===== src/rtl/usi_uart_master.sv =====
// usi_uart_master: UART 8N1 host bridge that turns write/read command frames
// into single USI bus transactions and returns ACK/NAK plus read data.
// Parameter constraints: pUsiBusWidth in {8,16,24,32}, pBaudDiv >= 4.
module usi_uart_master #(
    parameter int pBlockConnectNum = 1,
    parameter int pUsiBusWidth     = 16,
    parameter int pBaudDiv         = 434,
    parameter int pRdTimeout       = 255
) (
    input  logic                        iSCLK,
    input  logic                        iSRST,
    input  logic                        iUartRx,
    output logic                        oUartTx,
    input  logic [31:0]                 iMUsiRd,
    input  logic [pBlockConnectNum-1:0] iMUsiREd,
    output logic [31:0]                 oMUsiWd,
    output logic [pUsiBusWidth-1:0]     oMUsiAdrs,
    output logic                        oMUsiWEd,
    output logic                        oMUsiRdReq
);

    localparam int BCW = $clog2(pBaudDiv);
    localparam int TOW = $clog2(pRdTimeout + 1);
    localparam logic [BCW-1:0] BAUD_LAST = BCW'(pBaudDiv - 1);
    localparam logic [BCW-1:0] BAUD_HALF = BCW'(pBaudDiv / 2 - 1);
    localparam logic [BCW-1:0] BAUD_ONE  = BCW'(1);
    localparam logic [TOW-1:0] TO_LAST   = TOW'(pRdTimeout - 1);
    localparam logic [TOW-1:0] TO_ONE    = TOW'(1);
    localparam logic [2:0]     AB_LAST   = 3'(pUsiBusWidth / 8 - 1);
    localparam logic [7:0]     CMD_WR    = 8'h57;
    localparam logic [7:0]     CMD_RD    = 8'h52;
    localparam logic [7:0]     RESP_ACK  = 8'h06;
    localparam logic [7:0]     RESP_NAK  = 8'h15;

    typedef enum logic [2:0] {
        S_IDLE, S_ADRS, S_DATA, S_BUS_WR, S_BUS_RD, S_WAIT_RD, S_RESP, S_TX_DATA
    } state_t;

    state_t state_r, state_nx_s;

    // receiver state
    logic       rx_meta_r, rx_sync_r, rx_prev_r, rx_busy_r, rx_valid_r, rx_ferr_r;
    logic [BCW-1:0] rx_cnt_r;
    logic [3:0] rx_bit_r;
    logic [7:0] rx_sh_r;

    // transmitter state
    logic       tx_busy_r;
    logic [BCW-1:0] tx_cnt_r;
    logic [3:0] tx_bit_r;
    logic [7:0] tx_sh_r;

    // control / datapath
    logic       is_wr_r, rd_pend_r;
    logic [2:0] cnt_r;
    logic [TOW-1:0] to_cnt_r;
    logic [31:0] rd_data_r;
    logic [7:0] resp_byte_r;
    logic [pUsiBusWidth-1:0] adrs_nx_s;
    logic       is_cmd_s, red_any_s, ack_s;
    logic       cmd_ld_s, adrs_sh_s, data_sh_s, cap_s, cnt_inc_s, tx_start_s;
    logic [7:0] tx_byte_s;

    assign is_cmd_s  = (rx_sh_r == CMD_WR) || (rx_sh_r == CMD_RD);
    assign red_any_s = |iMUsiREd;
    assign ack_s     = (state_r == S_BUS_WR) || ((state_r == S_WAIT_RD) && red_any_s);

    // Next address value: shift the received byte in at the LSB end.
    generate
        if (pUsiBusWidth == 8) begin : g_adrs8
            assign adrs_nx_s = rx_sh_r;
        end else begin : g_adrsn
            assign adrs_nx_s = {oMUsiAdrs[pUsiBusWidth-9:0], rx_sh_r};
        end
    endgenerate

    // UART receiver: synchronize, detect start edge, sample mid-bit, flag byte or framing error.
    always_ff @(posedge iSCLK) begin
        if (iSRST) begin
            rx_meta_r  <= 1'b1;
            rx_sync_r  <= 1'b1;
            rx_prev_r  <= 1'b1;
            rx_busy_r  <= 1'b0;
            rx_cnt_r   <= '0;
            rx_bit_r   <= 4'd0;
            rx_sh_r    <= 8'h00;
            rx_valid_r <= 1'b0;
            rx_ferr_r  <= 1'b0;
        end else begin
            rx_meta_r  <= iUartRx;
            rx_sync_r  <= rx_meta_r;
            rx_prev_r  <= rx_sync_r;
            rx_valid_r <= 1'b0;
            rx_ferr_r  <= 1'b0;
            if (!rx_busy_r) begin
                if (rx_prev_r && !rx_sync_r) begin
                    rx_busy_r <= 1'b1;
                    rx_cnt_r  <= BAUD_HALF;
                    rx_bit_r  <= 4'd0;
                end
            end else if (rx_cnt_r != '0) begin
                rx_cnt_r <= rx_cnt_r - BAUD_ONE;
            end else begin
                rx_cnt_r <= BAUD_LAST;
                if (rx_bit_r == 4'd0) begin
                    // a start bit that is high again by mid-bit was a glitch
                    if (rx_sync_r) begin
                        rx_busy_r <= 1'b0;
                    end else begin
                        rx_bit_r <= 4'd1;
                    end
                end else if (rx_bit_r <= 4'd8) begin
                    rx_sh_r  <= {rx_sync_r, rx_sh_r[7:1]};
                    rx_bit_r <= rx_bit_r + 4'd1;
                end else begin
                    rx_busy_r <= 1'b0;
                    if (rx_sync_r) begin
                        rx_valid_r <= 1'b1;
                    end else begin
                        rx_ferr_r <= 1'b1;
                    end
                end
            end
        end
    end

    // UART transmitter: start bit, 8 data bits LSB first, stop bit; busy until stop completes.
    always_ff @(posedge iSCLK) begin
        if (iSRST) begin
            oUartTx   <= 1'b1;
            tx_busy_r <= 1'b0;
            tx_cnt_r  <= '0;
            tx_bit_r  <= 4'd0;
            tx_sh_r   <= 8'h00;
        end else if (!tx_busy_r) begin
            if (tx_start_s) begin
                oUartTx   <= 1'b0;
                tx_sh_r   <= tx_byte_s;
                tx_bit_r  <= 4'd0;
                tx_cnt_r  <= BAUD_LAST;
                tx_busy_r <= 1'b1;
            end
        end else if (tx_cnt_r != '0) begin
            tx_cnt_r <= tx_cnt_r - BAUD_ONE;
        end else begin
            tx_cnt_r <= BAUD_LAST;
            if (tx_bit_r < 4'd8) begin
                oUartTx  <= tx_sh_r[0];
                tx_sh_r  <= {1'b0, tx_sh_r[7:1]};
                tx_bit_r <= tx_bit_r + 4'd1;
            end else if (tx_bit_r == 4'd8) begin
                oUartTx  <= 1'b1;
                tx_bit_r <= 4'd9;
            end else begin
                tx_busy_r <= 1'b0;
            end
        end
    end

    // FSM state register.
    always_ff @(posedge iSCLK) begin
        if (iSRST) begin
            state_r <= S_IDLE;
        end else begin
            state_r <= state_nx_s;
        end
    end

    // FSM next-state decode; received bytes are only consumed in IDLE/ADRS/DATA.
    always_comb begin
        state_nx_s = state_r;
        case (state_r)
            S_IDLE: begin
                if (rx_ferr_r) begin
                    state_nx_s = S_RESP;
                end else if (rx_valid_r) begin
                    state_nx_s = is_cmd_s ? S_ADRS : S_RESP;
                end else begin
                    state_nx_s = S_IDLE;
                end
            end
            S_ADRS: begin
                if (rx_ferr_r) begin
                    state_nx_s = S_RESP;
                end else if (rx_valid_r && (cnt_r == AB_LAST)) begin
                    state_nx_s = is_wr_r ? S_DATA : S_BUS_RD;
                end else begin
                    state_nx_s = S_ADRS;
                end
            end
            S_DATA: begin
                if (rx_ferr_r) begin
                    state_nx_s = S_RESP;
                end else if (rx_valid_r && (cnt_r == 3'd3)) begin
                    state_nx_s = S_BUS_WR;
                end else begin
                    state_nx_s = S_DATA;
                end
            end
            S_BUS_WR: state_nx_s = S_RESP;
            S_BUS_RD: state_nx_s = S_WAIT_RD;
            S_WAIT_RD: begin
                // read data wins over a timeout expiring in the same cycle
                if (red_any_s) begin
                    state_nx_s = S_RESP;
                end else if (to_cnt_r == TO_LAST) begin
                    state_nx_s = S_RESP;
                end else begin
                    state_nx_s = S_WAIT_RD;
                end
            end
            S_RESP: begin
                if (!tx_busy_r) begin
                    state_nx_s = rd_pend_r ? S_TX_DATA : S_IDLE;
                end else begin
                    state_nx_s = S_RESP;
                end
            end
            S_TX_DATA: begin
                if (!tx_busy_r && (cnt_r == 3'd3)) begin
                    state_nx_s = S_IDLE;
                end else begin
                    state_nx_s = S_TX_DATA;
                end
            end
            default: state_nx_s = S_IDLE;
        endcase
    end

    // FSM output decode: datapath enables and TX byte selection.
    always_comb begin
        cmd_ld_s   = 1'b0;
        adrs_sh_s  = 1'b0;
        data_sh_s  = 1'b0;
        cap_s      = 1'b0;
        cnt_inc_s  = 1'b0;
        tx_start_s = 1'b0;
        tx_byte_s  = 8'h00;
        case (state_r)
            S_IDLE:    cmd_ld_s = rx_valid_r && is_cmd_s;
            S_ADRS: begin
                adrs_sh_s = rx_valid_r;
                cnt_inc_s = rx_valid_r;
            end
            S_DATA: begin
                data_sh_s = rx_valid_r;
                cnt_inc_s = rx_valid_r;
            end
            S_WAIT_RD: cap_s = red_any_s;
            S_RESP: begin
                tx_start_s = !tx_busy_r;
                tx_byte_s  = resp_byte_r;
            end
            S_TX_DATA: begin
                tx_start_s = !tx_busy_r;
                cnt_inc_s  = !tx_busy_r;
                case (cnt_r[1:0])
                    2'd0:    tx_byte_s = rd_data_r[31:24];
                    2'd1:    tx_byte_s = rd_data_r[23:16];
                    2'd2:    tx_byte_s = rd_data_r[15:8];
                    default: tx_byte_s = rd_data_r[7:0];
                endcase
            end
            default: tx_byte_s = 8'h00;
        endcase
    end

    // Datapath: bus registers, byte/timeout counters, response and read-data capture.
    always_ff @(posedge iSCLK) begin
        if (iSRST) begin
            oMUsiWd     <= 32'h0000_0000;
            oMUsiAdrs   <= '0;
            oMUsiWEd    <= 1'b0;
            oMUsiRdReq  <= 1'b0;
            is_wr_r     <= 1'b0;
            rd_pend_r   <= 1'b0;
            cnt_r       <= 3'd0;
            to_cnt_r    <= '0;
            rd_data_r   <= 32'h0000_0000;
            resp_byte_r <= 8'h00;
        end else begin
            // strobes follow the bus states so address/data are stable a cycle earlier
            oMUsiWEd   <= (state_r == S_BUS_WR);
            oMUsiRdReq <= (state_r == S_BUS_RD);
            if (cmd_ld_s) begin
                is_wr_r <= (rx_sh_r == CMD_WR);
            end
            if (adrs_sh_s) begin
                oMUsiAdrs <= adrs_nx_s;
            end
            if (data_sh_s) begin
                oMUsiWd <= {oMUsiWd[23:0], rx_sh_r};
            end
            if (state_nx_s != state_r) begin
                cnt_r <= 3'd0;
            end else if (cnt_inc_s) begin
                cnt_r <= cnt_r + 3'd1;
            end
            if (state_r == S_BUS_RD) begin
                to_cnt_r <= '0;
            end else if (state_r == S_WAIT_RD) begin
                to_cnt_r <= to_cnt_r + TO_ONE;
            end
            if (cap_s) begin
                rd_data_r <= iMUsiRd;
            end
            if ((state_r != S_RESP) && (state_nx_s == S_RESP)) begin
                resp_byte_r <= ack_s ? RESP_ACK : RESP_NAK;
                rd_pend_r   <= (state_r == S_WAIT_RD) && red_any_s;
            end
        end
    end

endmodule

===== config.mk =====
export PLATFORM = sky130hd
export DESIGN_NAME = usi_uart_master
export DESIGN_NICKNAME = d
export VERILOG_FILES = /design/src/rtl/usi_uart_master.sv
export SDC_FILE = /design/constraint.sdc
export NUM_CORES = 1
export LEC_CHECK = 0
export CAP_MARGIN = 20
export CELL_PAD_IN_SITES_DETAIL_PLACEMENT = 0
export CELL_PAD_IN_SITES_GLOBAL_PLACEMENT = 2
export CORE_MARGIN = 5
export CORE_UTILIZATION = 32
export DETAILED_ROUTE_END_ITERATION = 8
export PLACE_DENSITY_LB_ADDON = 0.1
export SETUP_SLACK_MARGIN = 0.4
export SKIP_LAST_GASP = 1
export SLEW_MARGIN = 0
export SYNTH_ARGS = -nofsm -noshare
export SYNTH_HDL_FRONTEND = slang
export SYNTH_SLANG_ARGS = --single-unit

===== constraint.sdc =====
create_clock -name iSCLK -period 3.05 [get_ports iSCLK]
set_input_delay 0.4575 -clock iSCLK [delete_from_list [all_inputs] [get_ports iSCLK]]
set_output_delay 0.4575 -clock iSCLK [all_outputs]
set_load 0.03 [all_outputs]

==> run summary, run 1 <==
Status: complete, no violations
Unique masters post-synth: 68
Max-cap check violation count: 0
H-tree depth: 4
Area of the multi-input gates: 3132 um2
Post-route cell area: 8159 um2
Ratio of cells with drive above 1 in the final layout: 6.969%
Switching share of power: 25.61%
Final ANT Viol Nets: 0
DP Area: 7503 um2
# diodes: 0
Total die area: 22,980 um2
Starting Density: 32.75%
Post-synthesis average cell area: 8.193 um2
GRT overflow: 0
Worst vdd ir: 0.3645 mV
DPL Wire Length: 11.55 mm
Drt pass-1 iters: 5
FF-to-FF setup slack: 650 ps
Row count: 51
Power share of the combinational group: 13.2%
Ys flop type: dfxtp_1
Area fraction of the dominant cell type after synthesis: 47.12%
Final-report hold violation count: 0
Final setup vio count: 0
CP most frequent cell: o22ai_1
WL/cell: 14.70 um
Synth Cell Area: 6415 um2
Sequential share of the synthesized area: 47.12%
Internal power: 0.003872 W
Cells after Synth: 783
Post-CTS resize count: 0
Hold depth: 1
Core Util, Final: 41.65%
Syn-to-layout area delta: 27.19%
Worst EP required: 3310 ps
Root Driver: clkbuf_16
Crit-path slowest cell: dfxtp_1
Core box area: 19,590 um2
Skew final: 11.46 ps
Syn Nets: 833
Routability cong.: 0.7882
Max incr delay on CP: 730 ps
Crit-path max FO: 17
Seq cells post-synth: 151
Clock share of power: 45.2%
HP Class: reg2reg
Number of synthesized flops with an enable pin: 0
Hold endpoint: rx_sync_r
Min-delay src: rx_meta_r
Most common cell after layout, fill and taps aside: nand2_1
First-pass GRT wire length: 26.74 mm
R2r startpoint: state_r[0]
Yosys warning count: 0
Commonest cells after routing, fill and taps aside: nand2_1 (194), dfxtp_1 (151), a21oi_1 (100)
Clk sinks: 151
DR vias/cell: 4.940
FMAX: 0.4171 GHz
Hold buffer count at CTS: 0
Reg area: 3023 um2
Nets: 900
CTS tree: built
Clk slew on worst S/H paths: 60 ps
Fin crit share: 78.60%
Die H: 151.6 um
Starting DRC count in detailed routing: 318
Flop pwr share: 41.5%
Worst R2R End: rd_pend_r
Crit path depth: 6
RSZ-0062 raised after global routing: no
Final Max Tran Viols: 0
Pwr per Cell Area: 638.0 nW/um2
Leakage: 2.860 nW
Reg2reg path depth: 6
Crit start category: flip-flop
Crit end category: flip-flop
Sw Pwr: 0.001333 W
Post-synth ARST share: 0%
Top cells by area, synth: dfxtp_1 (47%), nand2_1 (11%), a21oi_1 (7.8%), nor2_1 (3.3%), ha_1 (2.7%)
Bufs and invs on worst path: 1
Largest net degree at the start of global routing: 81
Clock buffer depth: 2
Synth area leader: dfxtp_1
GRT Total Usage: 14.49%
Slew @ Worst Pin: 836.8 ps
Post-CTS setup buffer count: 0
Ports: 87
WS Path Type: reg2reg
Initial antenna violation count: 0
Worst EP arrival: 2660 ps
# fillers: 2,023
Clk_lat worst skew: 420 ps
Crit path max-delay family: flip-flops
IO buf count: 86
Routed WL: 16.56 mm
Drt drc: 0
CP cell instances: buf_4 > nand2b_1 > a32oi_1 > o22ai_1 > nor4_1 > o22ai_1
Crit path time final: 2397 ps
Final Power: 0.005205 W
Crit. Startpoint: state_r[0]
Slew HR: 43.70%
Die Wd: 151.6 um
Number of global-route vias before repair: 5,186
Cts bufs inserted: 17
Total number of vias: 5,562
Post-Route Setup TNS: 0 ps
## area by class of cell
type / instances / share of cell area [%]
flip-flops and latches: 151 / 37.05
multi-input cells: 563 / 38.38
inverters: 23 / 1.058
clock inverters: 12 / 2.776
well taps: 265 / 4.064
repair buffers: 94 / 11.41
clock buffers: 18 / 5.260
## metrics by stage
| stage | hold slack [ps] | instances | setup WS (ps) |
|---|---|---|---|
| CTS | 411.4 | 1126 | 690.4 |
| finish | 407.3 | 1126 | 652.6 |
| floorplan | 389.5 | 783 | 863.2 |
| global placement | 394.1 | 1096 | 766.2 |
| detailed placement | 398.2 | 1096 | 710.0 |
| global route | 436.1 | 1126 | 530.3 |
## synth_stat cells, drive strengths merged, types with 7 or more instances
master	number
xor2	9
a21oi	100
clkbuf	40
nand2b	9
a211oi	7
inv	21
ha	14
nand2	194
nor3	21
or3	7
nor2	56
mux2i	11
a222oi	8
nand3	8
a221oi	8
o21ai	22
dfxtp	151
## sequential cells by signal (all words and copies together) (netlist names), 3 cells and up
signal	count
tx_cnt_r	9
tx_sh_r	8
rx_cnt_r	9
tx_bit_r	4
resp_byte_r	3
rx_bit_r	4
rd_data_r	32
to_cnt_r	8
rx_sh_r	8
oMUsiWd	32
oMUsiAdrs	16
cnt_r	3
state_r	3
## power by group through the flow
stage	Sequential (W)	Clock (W)	Combinational, W
after CTS	0.00216	0.00242	0.000686
after detailed placement	0.00220	0	0.000682
after global routing	0.00217	0.00251	0.000757
after global placement	0.00220	0	0.000683
after floorplan	0.00215	0	0.000529
final	0.00216	0.00235	0.000688
## how the worst max path moves through the flow
stage | end
finish | rd_pend_r
global route | resp_byte_r[1]
CTS | rd_pend_r
detailed placement | rd_pend_r
global placement | rd_pend_r
floorplan | rx_bit_r[1]
## kinds of logic (layout without fill, tap and decap cells)
logic type                 after synthesis  after routing  synth area share (%)
and+or+nand+nor                        339            339                 23.83
AOI/OAI and AO/OA                      182            182                 17.94
DFF                                    151            151                 47.12
buffers and inverters                   69            147                 4.096
muxes                                   17             17                 2.770
adders and majority gates               14             14                 2.731
xor gates and xnor gates                11             11                 1.502
## routing by layer
metal	GRT usage (%)	vias to the layer above	part of all wire, %
li1	-	2845	-
met1	20.13	2605	49
met2	22.56	99	46
met3	3.004	13	3.5
met4	4.627	0	1.2
met5	0	-	0
## worst register-to-register path, stage by stage (launching register included)
cell	delay [ps]
dfxtp_1	730
buf_4	290
nand2b_1	90
a32oi_1	210
o22ai_1	160
nor4_1	630
o22ai_1	140
(Power assumes the default switching activity.)
==> run 2: changes to the inputs <==
--- a/config.mk
+++ b/config.mk
@@ -9,7 +9,7 @@
 export CELL_PAD_IN_SITES_DETAIL_PLACEMENT = 0
 export CELL_PAD_IN_SITES_GLOBAL_PLACEMENT = 2
 export CORE_MARGIN = 5
-export CORE_UTILIZATION = 32
+export CORE_UTILIZATION = 29
 export DETAILED_ROUTE_END_ITERATION = 8
 export PLACE_DENSITY_LB_ADDON = 0.1
 export SETUP_SLACK_MARGIN = 0.4
==> constraint.sdc (replaced) <==
create_clock -name iSCLK -period 2.2 [get_ports iSCLK]
set_input_delay 0.33 -clock iSCLK [delete_from_list [all_inputs] [get_ports iSCLK]]
set_output_delay 0.33 -clock iSCLK [all_outputs]
set_load 0.03 [all_outputs]
==> run 2 against run 1 <==
Compared with the run above: die area grew 9.6%; fmax grew 12%; global-route usage shrank 0.39 points; register-to-register slack lost 580 ps; routed wire length grew 11%; critical path type unchanged; largest cell class unchanged.
==> run summary, run 2 (synthesis gave the netlist of run 1 again) <==
Leakage: 3.621 nW
Cts bufs inserted: 17
Worst vdd ir: 0.3700 mV
Slew @ Worst Pin: 733.2 ps
Pwr per Cell Area: 826.0 nW/um2
Max-cap check violation count: 0
Hold depth: 2
Post-route cell area: 9076 um2
Final Max Tran Viols: 0
Number of global-route vias before repair: 5,734
Largest net degree at the start of global routing: 48
Worst R2R End: rx_bit_r[0]
Final ANT Viol Nets: 0
Total number of vias: 5,827
Worst setup margin: 68.52 ps
Hold endpoint: tx_cnt_r[1]
Final-report hold violation count: 0
First-pass GRT wire length: 29.83 mm
Clk_lat worst skew: 430 ps
Drt drc: 0
Slew HR: 51.12%
Row count: 54
FF-to-FF setup slack: 70 ps
HP Class: in2reg
Hold buffer count at CTS: 0
Status: complete, no violations
WS Path Type: reg2reg
Syn-to-layout area delta: 41.49%
Worst EP required: 2490 ps
Root Driver: clkbuf_16
Crit start category: flip-flop
Clock buffer depth: 2
Drt pass-1 iters: 5
Ratio of cells with drive above 1 in the final layout: 22.20%
Hold_ws: 204.2 ps
Crit path time final: 2131 ps
Core Util, Final: 41.59%
Worst EP arrival: 2430 ps
Final Power: 0.007497 W
Die H: 158.7 um
Total die area: 25,200 um2
Initial antenna violation count: 0
Starting Density: 29.39%
GRT overflow: 0
Ports: 87
Routability cong.: 0.7594
Clk slew on worst S/H paths: 70 ps
Fin crit share: 96.89%
GRT Total Usage: 14.09%
Pre-CTS setup slack: 1.786 ps
FMAX: 0.4692 GHz
Routed WL: 18.30 mm
Commonest cells after routing, fill and taps aside: nand2_1 (193), dfxtp_1 (137), a21oi_1 (94)
Starting DRC count in detailed routing: 194
Die Wd: 158.7 um
Reg2reg path depth: 8
WL/cell: 15.38 um
IO buf count: 86
Clk sinks: 151
Skew final: 12.01 ps
Nets: 948
DPL Wire Length: 12.36 mm
Crit-path max FO: 3
# diodes: 0
R2r startpoint: rx_cnt_r[1]
RSZ-0062 raised after global routing: yes
Final setup vio count: 0
Min-delay src: iSRST
DP Area: 7835 um2
Crit end category: flip-flop
CTS tree: built
# fillers: 2,249
H-tree depth: 4
DR vias/cell: 4.897
Core box area: 21,820 um2
Most common cell after layout, fill and taps aside: nand2_1
Biggest regs: oMUsiWd (32), rd_data_r (32), oMUsiAdrs (16)
-- run 2: cell count changes in the layout (fill, tap and decap cells not counted), moves of 7 or more --
| cell | previous run | this run |
|---|---|---|
| dfxtp_2 | 0 | 12 |
| ha_1 | 14 | 6 |
| dfxtp_1 | 151 | 137 |
| buf_6 | 0 | 11 |
| a221oi_2 | 0 | 7 |
| clkdlybuf4s50_1 | 85 | 36 |
| dlymetal6s2s_1 | 0 | 16 |
| ha_4 | 0 | 7 |
| a221oi_1 | 7 | 0 |
| buf_4 | 8 | 44 |
| dlygate4sd2_1 | 0 | 33 |
| inv_6 | 1 | 8 |
-- run 2: timing repair --
action	4_1_cts	5_1_grt
pin swaps	42	31
cloned	0	1
buffers inserted	21	4
endpoints found under the setup margin	138	97
resized for setup	94	53
-- run 2: per-layer routing --
| metal | GRT usage (%) | vias to the layer above | share of wire [%] |
|---|---|---|---|
| li1 | - | 2944 | - |
| met1 | 19.63 | 2777 | 49 |
| met2 | 21.83 | 88 | 47 |
| met3 | 3.836 | 18 | 3.4 |
| met4 | 3.168 | 0 | 0.92 |
| met5 | 0 | - | 0 |
-- run 2: cell type report --
type                    count  area, um2  area share (%)
multi-input cells         563       3666           40.39
clock inverters            14      153.9           1.696
clock buffers              17      425.4           4.687
inverters                  23      86.33          0.9512
well taps                 280      350.3           3.860
repair buffers            142       1349           14.86
flip-flops and latches    151       3045           33.55
-- run 2: worst max path at each step --
| stage | end | depth (start not counted) | startpoint |
|---|---|---|---|
| 6_report | rx_bit_r[0] | 8 | rx_cnt_r[1] |
| 5_1_grt | rx_bit_r[0] | 8 | rx_cnt_r[0] |
| 4_1_cts | rx_bit_r[0] | 8 | rx_cnt_r[0] |
| 3_5_place_dp | rx_bit_r[1] | 7 | rx_cnt_r[0] |
| 3_3_place_gp | rx_bit_r[1] | 7 | rx_cnt_r[1] |
| 2_1_floorplan | rx_bit_r[1] | 7 | rx_cnt_r[1] |
-- run 2: worst max-delay path, cell delays in order, from the launching register on --
cell and delay, ps:
dfxtp_2 320, inv_2 60, ha_4 130, or3b_4 370, a2111o_1 420, a221oi_4 320
buf_6 160, mux2i_1 170, nor2_1 50
-- run 2: report_power, final --
part / internal (W) / total, W / switching [W]
clock: 0.00160 / 0.00292 / 0.00131
sequential: 0.00284 / 0.00295 / 0.000107
combinational: 0.000776 / 0.00163 / 0.000850
-- run 2: metrics by stage --
step / std cells / setup TNS [ps]
floorplan: 783 / 0
global placement: 1133 / 0
detailed placement: 1133 / 0
CTS: 1185 / 0
global route: 1190 / -46.98
finish: 1190 / 0
